===== src/rtl/order_fetch_cache.sv =====
// Direct-mapped read-only instruction cache for the 023A fetch path.
// Serves the core's order_* handshake and refills whole lines over a word-wide req/ack bus.
module order_fetch_cache #(
  parameter int LINE_NUM   = 16,
  parameter int LINE_WORDS = 4
) (
  input  logic        clk,
  input  logic        rst_n,
  input  logic [31:0] order_address,
  output logic [31:0] order_bus,
  output logic        order_read_cplt,
  input  logic        flush,
  output logic [31:0] mem_addr,
  output logic        mem_req,
  input  logic [31:0] mem_rdata,
  input  logic        mem_ack,
  output logic [31:0] hit_cnt,
  output logic [31:0] miss_cnt
);

  localparam int OB = $clog2(LINE_WORDS);
  localparam int IB = $clog2(LINE_NUM);
  localparam int TW = 32 - 2 - OB - IB;

  typedef enum logic [1:0] {IDLE, COMPARE, REFILL, RESP} state_t;

  state_t            state;
  logic [31:0]       req_addr;
  logic [OB-1:0]     wc;
  logic [OB-1:0]     wc_next;
  logic              flush_pend;
  logic [LINE_NUM-1:0] valid;

  logic [31:0]       data_mem [LINE_NUM*LINE_WORDS];
  logic [TW-1:0]     tag_mem  [LINE_NUM];

  logic [OB-1:0]     req_word;
  logic [IB-1:0]     req_index;
  logic [TW-1:0]     req_tag;
  logic              hit;
  logic              last_word;

  always_comb begin
    req_word  = req_addr[2+OB-1:2];
    req_index = req_addr[2+OB+IB-1:2+OB];
    req_tag   = req_addr[31:2+OB+IB];
    hit       = valid[req_index] && (tag_mem[req_index] == req_tag);
    last_word = (wc == OB'(LINE_WORDS - 1));
    wc_next   = wc + 1'b1;
  end

  always_ff @(posedge clk or negedge rst_n) begin
    if (!rst_n) begin
      state           <= IDLE;
      req_addr        <= '0;
      wc              <= '0;
      flush_pend      <= 1'b0;
      valid           <= '0;
      order_bus       <= '0;
      order_read_cplt <= 1'b0;
      mem_req         <= 1'b0;
      mem_addr        <= '0;
      hit_cnt         <= '0;
      miss_cnt        <= '0;
    end else begin
      order_read_cplt <= 1'b0;
      if (flush)
        valid <= '0;
      case (state)
        IDLE: begin
          req_addr <= order_address;
          state    <= COMPARE;
        end
        COMPARE: begin
          if (order_address != req_addr) begin
            req_addr <= order_address;
          end else if (hit) begin
            order_bus       <= data_mem[{req_index, req_word}];
            order_read_cplt <= 1'b1;
            state           <= RESP;
            if (hit_cnt != '1)
              hit_cnt <= hit_cnt + 32'd1;
          end else begin
            state      <= REFILL;
            wc         <= '0;
            flush_pend <= 1'b0;
            mem_req    <= 1'b1;
            mem_addr   <= {req_tag, req_index, {OB{1'b0}}, 2'b00};
            if (miss_cnt != '1)
              miss_cnt <= miss_cnt + 32'd1;
          end
        end
        REFILL: begin
          // A flush seen at any point of the refill keeps the finished line invalid.
          if (flush)
            flush_pend <= 1'b1;
          if (mem_ack) begin
            wc <= wc_next;
            if (last_word) begin
              mem_req <= 1'b0;
              state   <= COMPARE;
              if (!flush && !flush_pend)
                valid[req_index] <= 1'b1;
            end else begin
              mem_addr <= {req_tag, req_index, wc_next, 2'b00};
            end
          end
        end
        RESP: begin
          state <= IDLE;
        end
        default: state <= IDLE;
      endcase
    end
  end

  always_ff @(posedge clk) begin
    if (state == REFILL && mem_ack) begin
      data_mem[{req_index, wc}] <= mem_rdata;
      if (last_word)
        tag_mem[req_index] <= req_tag;
    end
  end

endmodule


===== config.mk =====
export PLATFORM = sky130hd
export DESIGN_NAME = order_fetch_cache
export DESIGN_NICKNAME = d
export VERILOG_FILES = /design/src/rtl/order_fetch_cache.sv
export SDC_FILE = /design/constraint.sdc
export NUM_CORES = 2
export LEC_CHECK = 0
export ABC_AREA = 1
export CORE_ASPECT_RATIO = 0.8
export CORE_MARGIN = 2
export CORE_UTILIZATION = 34
export DETAILED_ROUTE_END_ITERATION = 10
export GPL_TIMING_DRIVEN = 1
export PLACE_DENSITY = 0.5
export SYNTH_ARGS = -nofsm -noshare
export SYNTH_HDL_FRONTEND = slang
export SYNTH_SLANG_ARGS = --single-unit

===== constraint.sdc =====
create_clock -name clk -period 4.79 [get_ports clk]
set_input_delay 0.479 -clock clk [delete_from_list [all_inputs] [get_ports clk]]
set_output_delay 0.479 -clock clk [all_outputs]
set_load 0.02 [all_outputs]

==> results_dict.tcl <==
set metrics [dict create \
    grt_pass1_vias 65970 \
    worst_path_most_repeated_cell "nand2_1" \
    ant_nets 0 \
    drc_errors 0 \
    grt_usage_pct 20.67 \
    synthArstFlopShare_pct 6.927 \
    p_clk_share_pct 43.4 \
    cts_buffers 280 \
    synth_fa_ha_area_share_pct 0.03583 \
    final_hold_viol_count 0 \
    sw_frac_of_total_pct 22.38 \
    worstPathCellList "inv_6 -> buf_4 -> nand2_1 -> nand2_1 -> nand2_1 -> nand2_1 -> nand2_1 -> nand2_1 -> o21ai_0 -> nand2_1 -> nand2_1 -> nor2_1 -> nand3_1 -> nor2_2 -> nand2_2 -> inv_2 -> buf_4 -> nand2_1 -> nand2_1" \
    hp-class "in -> reg" \
    stdcell_count 13130 \
    clock_path_buffers 4 \
    cts-root-buf "clkbuf_16" \
    vias 70090 \
    combPwrFrac_pct 5.3 \
    grt_max_degree 136 \
    crit_fanout 67 \
    peakVddDrop_mv 0.3211 \
    fin_util_pct 39.67 \
    period_needed_ns 4.064 \
    gr-total-overflow 0 \
    dpl_worst_slack_ns 0.7521 \
    setup_viol 0 \
    synth_edf_count 2432 \
    crit_arrival_ns 4.84 \
    cp_data_required_time_ns 5.57 \
    initial_core_util_pct 34.13 \
    synth_seq_cells 2613 \
    start_kind "flop" \
    cts_resized 0 \
    rsz0062_at_grt "no" \
    htree_levels 5 \
    post-route-period-util_pct 84.84 \
    crit_slowest_cell "inv_2" \
    core_sq_mm 0.3070 \
    synth-seq-area-share_pct 74.03 \
    synthMuxAreaShare_pct 0 \
    path_clk_slew_ns 0.06 \
    routed_via_density 5.337 \
    wirelength_um 331600 \
    finalMaxSlewViolations 0 \
    synthFlopType "edfxtp_1" \
    path_buf_inv 4 \
    yosys.area_share.simple_pct 13.12 \
    skew_ns 0.04477 \
    max_slew.worst_pin.slew_ns 1.417 \
    io_pins 198 \
    gp_congestion 0.8525 \
    rrSetupSlack_ns 0.73 \
    drtPass1Iterations 6 \
    ys_types 47 \
    rows 182 \
    finalWorstSetupSlack_ns 0.7260 \
    clock-sinks 2613 \
    r2r-start "req_addr[4]" \
    die_h_um 500.5 \
    leakage_nw 41.33 \
    fmax_mhz 246.1 \
    reg2reg_to "order_bus[12]" \
    dp_cells 12630 \
    antenna_found_initial 19 \
    setup_tns_ns 0 \
    port_buffers 195 \
    worstHoldStart "order_address[3]" \
    hpwl_um 185800 \
    syn_inst 8650 \
    syn_avg_cell_area_sq_um 12.11 \
    fp.dieW_um 624.6 \
    final_nets 8939 \
    drt_first_iter_violations 7514 \
    grt_pass1_wl_um 478000 \
    critPathTopFamily "buffers and inverters" \
    slowest_delay_ns 0.58 \
    slew_headroom_pct 5.556 \
    cap_viol_max_count 0 \
    endpoint_kind "flop" \
    p_int_w 0.03777 \
    power.density_mw_per_mm2 399.6 \
    synth.cell_area_sq_mm 0.1048 \
    status "finished, final reports clean" \
    critical_path_cell_count 19 \
    synth_top_family_by_area "simple AND/OR/NAND/NOR gates" \
    synth_xor_area_share_pct 0.5267 \
    path_class "reg -> reg" \
    clkLatencyLatePin_ns 0.85 \
    cts_tree "built" \
    hold_end "req_addr[3]" \
    ff2ff_path_depth 19 \
    die-area_sq_mm 0.3126 \
    yosysWarnings 0 \
    synthToLayoutAreaGrowth_pct 16.23 \
    synth_compound_area_share_pct 9.688 \
    switchingPower_w 0.01089 \
    drive_gt1_share_pct 8.987 \
    holdPathStages 3 \
    wl_per_cell_um 25.25 \
    seq_power_share_pct 51.4 \
]
per-layer routing:
layer	GRT usage (%)	wire (um)	vias up
met3	2.781	21850	394
met4	4.710	6852	10
met1	30.97	153900	35650
met2	31.79	148900	2483
met5	0	63	-
li1	-	-	31560
synth_stat cells, types with 2 or more instances:
library cell	instances	area share, %
a211oi_1	2	0.014
a21oi_1	50	0.24
a221oi_1	13	0.11
a22o_1	36	0.30
a41oi_1	53	0.44
and2_1	2	0.012
buf_1	39	0.14
buf_2	66	0.32
buf_4	13	0.093
buf_6	12	0.13
clkbuf_1	404	1.4
clkinv_1	2	0.0072
dfrtp_1	181	4.3
edfxtp_1	2432	70
ha_1	3	0.036
inv_1	118	0.42
inv_2	11	0.039
nand2_1	1935	6.9
nand2_2	2	0.012
nand3_1	86	0.41
nand3b_1	2	0.014
nand4_1	120	0.72
nor2_1	1248	4.5
nor2_2	6	0.036
nor3_1	50	0.24
nor3b_1	2	0.014
nor4_1	24	0.14
o211ai_1	7	0.050
o21ai_0	1096	5.2
o21ai_1	26	0.12
o221ai_1	3	0.025
o22ai_1	511	3.1
o31ai_1	3	0.021
o32ai_1	4	0.033
or2_2	15	0.090
xnor2_1	13	0.11
xor2_1	50	0.42
cell type report:
type	instances	area [sq um]
Sequential cell	2613	77570
Inverter	132	525.5
Fill cell	28860	185200
Tap cell	4048	5065
Antenna cell	6	15.01
Clock buffer	380	7762
Timing Repair Buffer	469	4684
Clock inverter	114	992.2
Multi-Input combinational cell	5372	25150
cells in the final DEF, fill, tap and decap left out, drive strengths merged, types with 2 or more instances in the layout:
cell | netlist | layout
a211oi | 2 | 2
a21oi | 50 | 50
a221oi | 13 | 13
a22o | 36 | 36
a41oi | 53 | 53
and2 | 2 | 2
buf | 130 | 305
bufinv | 0 | 15
clkbuf | 404 | 380
clkdlybuf4s50 | 0 | 162
clkinv | 2 | 89
clkinvlp | 0 | 4
conb | 1 | 2
dfrtp | 181 | 181
diode | 0 | 6
dlygate4sd3 | 0 | 2
edfxtp | 2432 | 2432
ha | 3 | 3
inv | 130 | 138
nand2 | 1937 | 1937
nand3 | 86 | 86
nand3b | 2 | 2
nand4 | 120 | 120
nor2 | 1255 | 1255
nor3 | 51 | 51
nor3b | 2 | 2
nor4 | 24 | 24
o211ai | 7 | 7
o21ai | 1122 | 1122
o221ai | 3 | 3
o22ai | 511 | 511
o31ai | 3 | 3
o32ai | 4 | 4
or2 | 15 | 15
xnor2 | 13 | 13
xor2 | 50 | 50
worst register-to-register path: cells and delay by family (launching register included):
| kind | cells | cell delay, ns |
|---|---|---|
| AO/OA/AOI/OAI | 1 | 0.08 |
| AND/OR/NAND/NOR | 14 | 1.61 |
| buffers and inverters | 4 | 1.76 |
| flip-flops | 1 | 0.55 |
power by group through the flow:
stage | clock network [W] | logic (W) | registers [W]
2_1_floorplan | 0 | 0.00132 | 0.0255
3_3_place_gp | 0 | 0.00254 | 0.0255
3_5_place_dp | 0 | 0.00257 | 0.0255
4_1_cts | 0.0215 | 0.00258 | 0.0250
5_1_grt | 0.0224 | 0.00280 | 0.0250
6_report | 0.0211 | 0.00257 | 0.0250
kinds of logic after synthesis:
kind of cell / after synthesis
buffers and inverters: 666
AOI/OAI and AO/OA: 1809
adders and majority gates: 3
DFF: 2613
and+or+nand+nor: 3495
xor gates and xnor gates: 63
other: 1
worst max path at each step:
| stage | from | endpoint |
|---|---|---|
| 2_1_floorplan | req_addr[6] | tag_mem[5][0] |
| 3_3_place_gp | req_addr[7] | data_mem[48][21] |
| 3_5_place_dp | req_addr[4] | order_bus[20] |
| 4_1_cts | req_addr[7] | data_mem[48][19] |
| 5_1_grt | req_addr[4] | order_bus[20] |
| 6_report | req_addr[4] | order_bus[12] |
what timing repair did:
action                    in CTS  in global routing
hold buffers                   2                  0
hold endpoints to repair     102                  0
setup buffers                  0                  0
through the flow:
step / hold WS, ns / instance area (sq um) / total power [W]
3_3_place_gp: 0.4645 / 113000 / 0.02801
3_5_place_dp: 0.4691 / 113000 / 0.02804
4_1_cts: 0.2175 / 121800 / 0.04905
5_1_grt: 0.2622 / 121800 / 0.05014
2_1_floorplan: 0.1834 / 104800 / 0.02679
6_report: 0.2756 / 121800 / 0.04866
state kept, by name (all words and copies together) (netlist names), 2 cells and up:
signal,count
hit_cnt,32
data_mem,2048
valid,16
wc,2
mem_addr,30
order_bus,32
tag_mem,384
state,2
miss_cnt,32
req_addr,32
No activity file was read; power rests on OpenSTA's default activity.
